===== config.mk =====
export PLATFORM = sky130hd
export DESIGN_NAME = reg_scoreboard_flat
export DESIGN_NICKNAME = d
export VERILOG_FILES = /design/src/rtl/reg_scoreboard_if.sv /design/src/rtl/reg_scoreboard.sv /design/src/flat_wrapper.sv
export SDC_FILE = /design/constraint.sdc
export NUM_CORES = 1
export LEC_CHECK = 0
export BUFFER_PORTS_ARGS = -buffer_cell sky130_fd_sc_hd__buf_4
export CELL_PAD_IN_SITES_DETAIL_PLACEMENT = 0
export CELL_PAD_IN_SITES_GLOBAL_PLACEMENT = 1
export CORE_MARGIN = 5
export CORE_UTILIZATION = 45
export DETAILED_ROUTE_END_ITERATION = 8
export PLACE_DENSITY = 0.84
export SKIP_LAST_GASP = 1
export SLEW_MARGIN = 20
export SYNTH_ARGS = -nofsm -noshare
export SYNTH_HDL_FRONTEND = slang
export SYNTH_SLANG_ARGS = --single-unit

===== constraint.sdc =====
create_clock -name clk -period 6.5 [get_ports clk]
set_clock_uncertainty 0.15 [all_clocks]
set_input_delay 0.325 -clock clk [delete_from_list [all_inputs] [get_ports clk]]
set_output_delay 0.325 -clock clk [all_outputs]
set_load 0.01 [all_outputs]

===== src/rtl/reg_scoreboard_if.sv =====
// Decode/writeback handshake of the register scoreboard: ID issue info and WB retire in, stall/status out.
interface reg_scoreboard_if;
    logic        id_valid;
    logic [4:0]  id_Rs;
    logic [4:0]  id_Rt;
    logic        id_use_rs;
    logic        id_use_rt;
    logic        id_RegWrite;
    logic        id_long;
    logic [4:0]  id_Write_register;
    logic        flush;
    logic        wb_valid;
    logic [4:0]  wb_Write_register;
    logic        id_stall;
    logic [31:0] pending;
    logic        busy;
    logic        sb_error;

    modport master (
        output id_valid, id_Rs, id_Rt, id_use_rs, id_use_rt, id_RegWrite, id_long,
               id_Write_register, flush, wb_valid, wb_Write_register,
        input  id_stall, pending, busy, sb_error
    );

    modport slave (
        input  id_valid, id_Rs, id_Rt, id_use_rs, id_use_rt, id_RegWrite, id_long,
               id_Write_register, flush, wb_valid, wb_Write_register,
        output id_stall, pending, busy, sb_error
    );
endinterface


===== src/rtl/reg_scoreboard.sv =====
// Per-register pending-write counters for long-latency results; stalls decode on unforwardable hazards.
// Define SB_BYPASS_EN to let a reader proceed in the cycle its last outstanding write retires.
module reg_scoreboard #(
    parameter int CNT_W = 2
) (
    input  logic             clk,
    input  logic             reset,
    reg_scoreboard_if.slave  sb
);
    localparam logic [CNT_W-1:0] MAX = '1;
    localparam logic [CNT_W-1:0] ONE = CNT_W'(1);

    // Entry 0 is only ever cleared, so it reads as zero forever.
    logic [CNT_W-1:0] cnt [32];
    logic             err;

    logic [CNT_W-1:0] cnt_rs, cnt_rt, cnt_wd, cnt_wb;
    logic             byp_rs, byp_rt;
    logic             haz_rs, haz_rt, haz_cap;
    logic             long_wr, stall, issue, retire, same;

    assign cnt_rs = cnt[sb.id_Rs];
    assign cnt_rt = cnt[sb.id_Rt];
    assign cnt_wd = cnt[sb.id_Write_register];
    assign cnt_wb = cnt[sb.wb_Write_register];

`ifdef SB_BYPASS_EN
    // Last outstanding write retiring now: the WB forwarding path supplies the value.
    assign byp_rs = sb.wb_valid && (sb.wb_Write_register == sb.id_Rs) && (cnt_rs == ONE);
    assign byp_rt = sb.wb_valid && (sb.wb_Write_register == sb.id_Rt) && (cnt_rt == ONE);
`else
    assign byp_rs = 1'b0;
    assign byp_rt = 1'b0;
`endif

    assign haz_rs  = sb.id_use_rs && (sb.id_Rs != 5'd0) && (cnt_rs != '0) && !byp_rs;
    assign haz_rt  = sb.id_use_rt && (sb.id_Rt != 5'd0) && (cnt_rt != '0) && !byp_rt;
    assign long_wr = sb.id_RegWrite && sb.id_long && (sb.id_Write_register != 5'd0);
    assign haz_cap = long_wr && (cnt_wd == MAX);

    assign stall  = reset && sb.id_valid && !sb.flush && (haz_rs || haz_rt || haz_cap);
    assign issue  = reset && sb.id_valid && !stall && !sb.flush && long_wr;
    assign retire = sb.wb_valid && (sb.wb_Write_register != 5'd0);
    // Issue and retire of one register cancel out, even from zero.
    assign same   = issue && retire && (sb.id_Write_register == sb.wb_Write_register);

    always_ff @(posedge clk) begin
        if (!reset) begin
            for (int r = 0; r < 32; r++) cnt[r] <= '0;
            err <= 1'b0;
        end else begin
            if (issue && !same)
                cnt[sb.id_Write_register] <= cnt_wd + ONE;
            if (retire && !same) begin
                if (cnt_wb != '0) cnt[sb.wb_Write_register] <= cnt_wb - ONE;
                else              err <= 1'b1;
            end
        end
    end

    always_comb begin
        sb.pending = '0;
        for (int r = 1; r < 32; r++) sb.pending[r] = (cnt[r] != '0);
    end

    assign sb.busy     = |sb.pending;
    assign sb.id_stall = stall;
    assign sb.sb_error = err;
endmodule


===== src/flat_wrapper.sv =====
// flat-port wrapper written by rule: the top's interface ports become plain ports
module reg_scoreboard_flat 
#(
    parameter int CNT_W = 2
)
  (clk, reset, sb_id_valid, sb_id_Rs, sb_id_Rt, sb_id_use_rs, sb_id_use_rt, sb_id_RegWrite, sb_id_long, sb_id_Write_register, sb_flush, sb_wb_valid, sb_wb_Write_register, sb_id_stall, sb_pending, sb_busy, sb_sb_error);
  reg_scoreboard_if sb_i ();
  input  logic clk;
  input  logic reset;
  input wire logic [$bits(sb_i.id_valid)-1:0] sb_id_valid;
  input wire logic [$bits(sb_i.id_Rs)-1:0] sb_id_Rs;
  input wire logic [$bits(sb_i.id_Rt)-1:0] sb_id_Rt;
  input wire logic [$bits(sb_i.id_use_rs)-1:0] sb_id_use_rs;
  input wire logic [$bits(sb_i.id_use_rt)-1:0] sb_id_use_rt;
  input wire logic [$bits(sb_i.id_RegWrite)-1:0] sb_id_RegWrite;
  input wire logic [$bits(sb_i.id_long)-1:0] sb_id_long;
  input wire logic [$bits(sb_i.id_Write_register)-1:0] sb_id_Write_register;
  input wire logic [$bits(sb_i.flush)-1:0] sb_flush;
  input wire logic [$bits(sb_i.wb_valid)-1:0] sb_wb_valid;
  input wire logic [$bits(sb_i.wb_Write_register)-1:0] sb_wb_Write_register;
  output wire logic [$bits(sb_i.id_stall)-1:0] sb_id_stall;
  output wire logic [$bits(sb_i.pending)-1:0] sb_pending;
  output wire logic [$bits(sb_i.busy)-1:0] sb_busy;
  output wire logic [$bits(sb_i.sb_error)-1:0] sb_sb_error;
  assign sb_i.id_valid = sb_id_valid;
  assign sb_i.id_Rs = sb_id_Rs;
  assign sb_i.id_Rt = sb_id_Rt;
  assign sb_i.id_use_rs = sb_id_use_rs;
  assign sb_i.id_use_rt = sb_id_use_rt;
  assign sb_i.id_RegWrite = sb_id_RegWrite;
  assign sb_i.id_long = sb_id_long;
  assign sb_i.id_Write_register = sb_id_Write_register;
  assign sb_i.flush = sb_flush;
  assign sb_i.wb_valid = sb_wb_valid;
  assign sb_i.wb_Write_register = sb_wb_Write_register;
  assign sb_id_stall = sb_i.id_stall;
  assign sb_pending = sb_i.pending;
  assign sb_busy = sb_i.busy;
  assign sb_sb_error = sb_i.sb_error;
  reg_scoreboard #(.CNT_W(CNT_W)) u_core (.clk(clk), .reset(reset), .sb(sb_i));
endmodule

==> flow_summary_export.csv, run 1 <==
group,metric,value,unit
setup_path,required,6.38,ns
floorplanning,die_y,120,µm
sta,worst_pin_slew,1.14,ns
routing,initialDrtViolationCount,791,
setup_path,reg2reg_depth,10,
cells_and_area,fill_cells,1074,
setup_path,cp-end-kind,"register",
sta,maxSlewViolCount,0,
run,drv_cap,0,
routing,routed_wl,20200,µm
placement,place_inst,696,
clocking,postCtsSetupBuffers,0,
synth,synth_compound_area_frac,0.208,
setup_path,crit_fanout,48,
synth,synth_top_family_by_area,"compound AO/OA/AOI/OAI gates",
grt,grt_max_degree,49,
synth,syn_avg_cell_area,10.4,µm²
placement,pre_cts_slack,1.67,ns
routing,routedWlPerCell,28.4,µm
pwr,vdd.ir_drop.worst,139,µV
cells_and_area,diodes,0,
floorplanning,rows,40,
cells_and_area,final_cells,712,
cells_and_area,regArea,1940,µm²
synth,synth_mux_area_frac,0.172,
grt,grt_pass1_vias,5050,
sta,grt_setup_unrepaired,"false",
synth,ys_warn_count,0,
routing,viasPerCell,7.57,
grt,overflow,0,
cells_and_area,final_common_cell,"buf_4",
pwr,powerDensity,191,nW/µm²
floorplanning,io_pins,64,
synth,syn_area,5490,µm²
pwr,p_leak,2.05,nW
synth,synth-main-ff-cell,"edfxtp_1",
synth,synth_fa_ha_area_frac,0.00455,
clocking,cts_buffer_depth,2,
setup_path,r2r-end,"u_core.cnt[10][1]",
synth,synth_simple_gate_area_frac,0.187,
sta,fin_tns_setup,0,ns
placement,gp_congestion,0.977,
setup_path,cp.arrival,4.56,ns
clocking,clk_pin_slew,0.05,ns
clocking,cts_buffers,9,
setup_path,endpoint,"u_core.cnt[10][1]",
outcome,status,"complete, no violations",
sta,postLayoutSetupSlackWorst,1.82,ns
clocking,cts_hold_buf,0,
cells_and_area,final_cell_mix,"buf_4 (69), edfxtp_1 (64), nor2_1 (45)",
floorplanning,initial_core_util,0.457,
clocking,htreeDepth,3,
setup_path,path_class,"reg -> reg",
floorplanning,core-area,12000,µm²
placement,dpl.hpwl,14500,µm
pwr,power,1.19,mW
cells_and_area,post_route_cells_drive_above_1_share,0.273,
synth,syn_inst,528,
clocking,cts_tree,"built",
grt,grt_pass1_wl,30100,µm
cells_and_area,layout.nets,591,
grt,antenna_found_initial,0,
clocking,cts_resized,0,
sta,slew_headroom,0.241,
routing,vias,5392,
cells_and_area,area_growth,13.3,%
sta,fin_crit,4.68,ns
synth,synth_edf_count,64,
floorplanning,die_w,120,µm
clocking,clockRootBuffer,"clkbuf_16",
clocking,worstSkewPairLatency,0.34,ns
setup_path,cp-start-kind,"register",
cells_and_area,multiInputGateArea,3200,µm²
setup_path,r2r-start,"u_core.cnt[31][0]",
setup_path,startpoint,"u_core.cnt[31][0]",
floorplanning,dieArea,14500,µm²
setup_path,r2r_slack,1.82,ns
routing,drc,0,
synth,ys_ff_latch,65,
sta,max_freq,0.214,GHz
sta,fin_crit_sh,0.720,
clocking,clock-sinks,65,
grt,grt_usage,0.276,
synth,yosys.cell_types.count,62,
sta,setup_viol,0,
hold_path,min_path_type,"in -> reg",
synth,synth-seq-area-share,0.353,
placement,port_buffers,62,
synth,synth_xor_area_frac,0.00797,
sta,final-hold-violation-count,0,
routing,ant_nets,0,
routing,dr.pass1.iters,5,
synth,synthArstFlopShare,0,
-- synth_stat cells (all sizes together), types with 2 or more instances --
cell	number	share of area
o32ai	42	0.067
mux4	42	0.17
o221ai	30	0.051
or4	6	0.0082
a21oi	7	0.0064
or2	20	0.023
clkbuf	22	0.015
ha	2	0.0046
o2111ai	2	0.0075
nand4	13	0.015
buf	28	0.028
xnor2	2	0.0032
and2	4	0.0046
nand2	33	0.023
and3b	2	0.0032
edfxtp	64	0.35
a2111oi	2	0.0032
o211ai	6	0.011
nand3b	5	0.0068
nor2	46	0.033
nand2b	11	0.013
or3b	2	0.0032
and3	2	0.0023
xor2	3	0.0048
nor2b	5	0.0057
inv	33	0.023
o21ai	4	0.0036
a22oi	8	0.011
nor4	5	0.0057
o22ai	22	0.025
nand3	14	0.013
nor3	14	0.013
nor3b	7	0.010
a211oi	2	0.0027
-- stage by stage --
step | util | instance area (µm²) | hold slack, ns
5_1_grt | 0.518 | 6230 | 0.298
3_5_place_dp | 0.497 | 5970 | 0.294
3_3_place_gp | 0.497 | 5970 | 0.302
2_1_floorplan | - | 5500 | 0.320
6_report | 0.518 | 6230 | 0.288
4_1_cts | 0.518 | 6230 | 0.276
-- worst min-delay path by stage --
stage / end / start / slack, ns / cells after the start
6_report: u_core.sb.sb_error / reset / 0.29 / 3
5_1_grt: u_core.sb.sb_error / reset / 0.30 / 3
4_1_cts: u_core.sb.sb_error / reset / 0.28 / 3
3_5_place_dp: u_core.sb.sb_error / u_core.sb.sb_error / 0.29 / 2
3_3_place_gp: u_core.sb.sb_error / u_core.sb.sb_error / 0.30 / 2
2_1_floorplan: u_core.sb.sb_error / u_core.sb.sb_error / 0.32 / 2
-- sequential cells by signal, summed over array words and instances, names as in the netlist --
signal / flops
u_core.cnt: 64
u_core.sb.sb_error: 1
-- final cells by class --
cell class              instances  area share
clock buffers                  10      0.0368
clock inverters                 6     0.00402
inverters                      33      0.0199
multi-input cells             382       0.515
flip-flops and latches         65       0.312
well taps                     147      0.0295
repair buffers                 69      0.0832
-- routing by layer --
metal  GRT usage  vias up  part of all wire
li1            -     2221                 -
met1       0.350     2585              0.34
met2       0.450      498              0.47
met3      0.0561       88              0.14
met4       0.140        0             0.049
met5           0        -                 0
-- report_power, final --
| group | total (mW) | switching, mW | internal [mW] |
|---|---|---|---|
| clock | 0.421 | 0.170 | 0.251 |
| combinational | 0.274 | 0.168 | 0.106 |
| sequential | 0.493 | 0.0149 | 0.478 |
-- logic make-up (layout without fill, tap and decap cells) --
family / Yosys count / count (layout)
and+or+nand+nor: 193 / 193
AOI/OAI and AO/OA: 137 / 137
buffers and inverters: 83 / 118
DFF: 65 / 65
muxes: 42 / 42
xor gates and xnor gates: 5 / 5
adders and majority gates: 2 / 2
other: 1 / 3
-- worst max-delay path: stages (launching register included) --
cell	delay, ns
edfxtp_1	0.44
mux4_2	0.54
a22oi_1	0.25
and4_1	0.46
inv_1	0.09
ha_1	0.20
nor3_1	0.17
nand4_1	0.14
or4_1	0.74
nor2_4	0.95
o32ai_1	0.24
(Power assumes the default switching activity.)
==> inputs of run 2 (changes only) <==
Settings changed: CORE_UTILIZATION 45 to 43.
Clock period 6.5 ns to 3.9 ns, I/O delays scaled along.
==> run 2 against run 1 <==
  * Global-route usage decreased by 0.63 points
  * Power increased by 74%
  * Register-to-register slack got worse by 1.7 ns
  * Combinational power up 75%
  * Non-clock buffer count grew 27
  * Utilization up 0.083 points
  * Sequential power is 67% higher
  * Final cell count rose by 7.2%
  * Largest power group unchanged
  * Highest routed layer unchanged
  * Fmax grew 23%
  * Worst setup slack worse by 1.7 ns
  * Count of clock-buffer cells in the layout stayed put
==> flow_summary_export.csv, run 2 (synthesis results as in run 1) <==
group,metric,value,unit
setup_path,crit_chain,"mux4_2, a22oi_1, and4_1, inv_1, ha_1, nor3_1, nand4_1, or4_4, o211ai_2, buf_4, o221ai_1",
clocking,clk_pin_slew,0.05,ns
setup_path,crit_fanout,8,
cells_and_area,post_route_cells_drive_above_1_share,0.310,
placement,dpl.hpwl,15000,µm
sta,postLayoutSetupSlackWorst,0.0903,ns
setup_path,path_class,"reg -> reg",
cells_and_area,layout.nets,618,
floorplanning,initial_core_util,0.437,
routing,drc,0,
sta,fin_crit,3.81,ns
floorplanning,die_w,123,µm
cells_and_area,diodes,0,
setup_path,critPathMaxStageDelay,0.61,ns
pwr,vdd.ir_drop.worst,176,µV
floorplanning,rows,41,
run,drv_cap,0,
outcome,status,"complete, no violations",
grt,antenna_found_initial,0,
clocking,cts_buffer_depth,2,
grt,grt_pass1_wl,30500,µm
routing,viasPerCell,7.21,
cells_and_area,final_cell_mix,"buf_4 (93), edfxtp_1 (64), nor2_1 (45)",
sta,worst_pin_slew,0.836,ns
placement,port_buffers,62,
cells_and_area,multiInputGateArea,3210,µm²
hold_path,min_path_type,"in -> reg",
clocking,cts_buffers,9,
clocking,cts_tree,"built",
sta,fin_crit_sh,0.977,
sta,setup_viol,0,
pwr,powerDensity,317,nW/µm²
routing,routedWlPerCell,26.5,µm
pwr,power,2.07,mW
cells_and_area,largest_reg_flops,64,
setup_path,cp-start-kind,"register",
placement,pre_cts_slack,-0.0165,ns
setup_path,cp.arrival,3.70,ns
setup_path,cp-end-kind,"register",
cells_and_area,area_growth,18.8,%
sta,max_freq,0.262,GHz
routing,initialDrtViolationCount,755,
grt,grt_max_degree,35,
setup_path,crit_slowest_cell,"or4_4",
clocking,htreeDepth,3,
grt,grt_pass1_vias,5323,
placement,gp_congestion,1.06,
setup_path,required,3.79,ns
cells_and_area,final_common_cell,"buf_4",
sta,slew_headroom,0.438,
clocking,clock-sinks,65,
sta,hold_slack,0.298,ns
sta,grt_setup_unrepaired,"true",
grt,grt_usage,0.270,
pwr,p_leak,2.20,nW
routing,dr.pass1.iters,6,
routing,routed_wl,20200,µm
cells_and_area,largest-register,"u_core.cnt",
cells_and_area,fill_cells,1153,
cells_and_area,regArea,1940,µm²
grt,overflow,0,
clocking,clockRootBuffer,"clkbuf_16",
routing,ant_nets,0,
floorplanning,io_pins,64,
sta,maxSlewViolCount,0,
clocking,cts_hold_buf,0,
clocking,worstSkewPairLatency,0.34,ns
floorplanning,die_y,123,µm
sta,final-hold-violation-count,0,
routing,vias,5505,
floorplanning,core-area,12600,µm²
floorplanning,dieArea,15100,µm²
## run 2: worst paths after layout
path | slack (ns) | cells after the start | end | start
max | 0.09 | 11 | u_core.cnt[19][0] | u_core.cnt[18][0]
min | 0.30 | 4 | u_core.sb.sb_error | reset
max reg2reg | 0.09 | 11 | u_core.cnt[19][0] | u_core.cnt[18][0]
min reg2reg | 0.30 | 2 | u_core.sb.sb_error | u_core.sb.sb_error
## run 2: metrics by stage
stage               cell area, µm²  instances   util  TNS [ns]
finish                        6530        763  0.519         0
global route                  6530        763  0.519   -0.0348
CTS                           6510        763  0.518         0
detailed placement            6240        748  0.496   -0.0528
global placement              6240        748  0.496         0
floorplan                     5500        530      -         0
## run 2: worst max-delay path, delay by kind of cell, from the launching register on
| kind | cells | cell delay (ns) |
|---|---|---|
| compound gates | 3 | 0.77 |
| fa+ha+maj | 1 | 0.18 |
| buf+inv | 2 | 0.25 |
| flops | 1 | 0.44 |
| mux | 1 | 0.50 |
| simple gates | 4 | 1.22 |
## run 2: metal layers
layer  vias up  part of all wire  global-route usage
met5         -                 0                   0
met4         0             0.054               0.127
met3       108              0.14              0.0695
met2       517              0.46               0.431
met1      2603              0.35               0.344
li1       2277                 -                   -
## run 2: layout make-up
type	count	share of cell area
clock buffer	10	0.0351
sequential	65	0.298
clock inverter	5	0.00729
multi-input combinational	382	0.492
timing repair buffer	96	0.116
inverter	33	0.0190
tap	172	0.0330
## run 2: repair_timing
| action | CTS | global route |
|---|---|---|
| setup buffers | 0 | 0 |
| endpoints found under the setup margin | 0 | 58 |
| gates resized for setup | 0 | 2 |
## run 2: power breakdown
group	internal [mW]	switching, mW
clock	0.484	0.283
combinational	0.192	0.288
sequential	0.797	0.0241
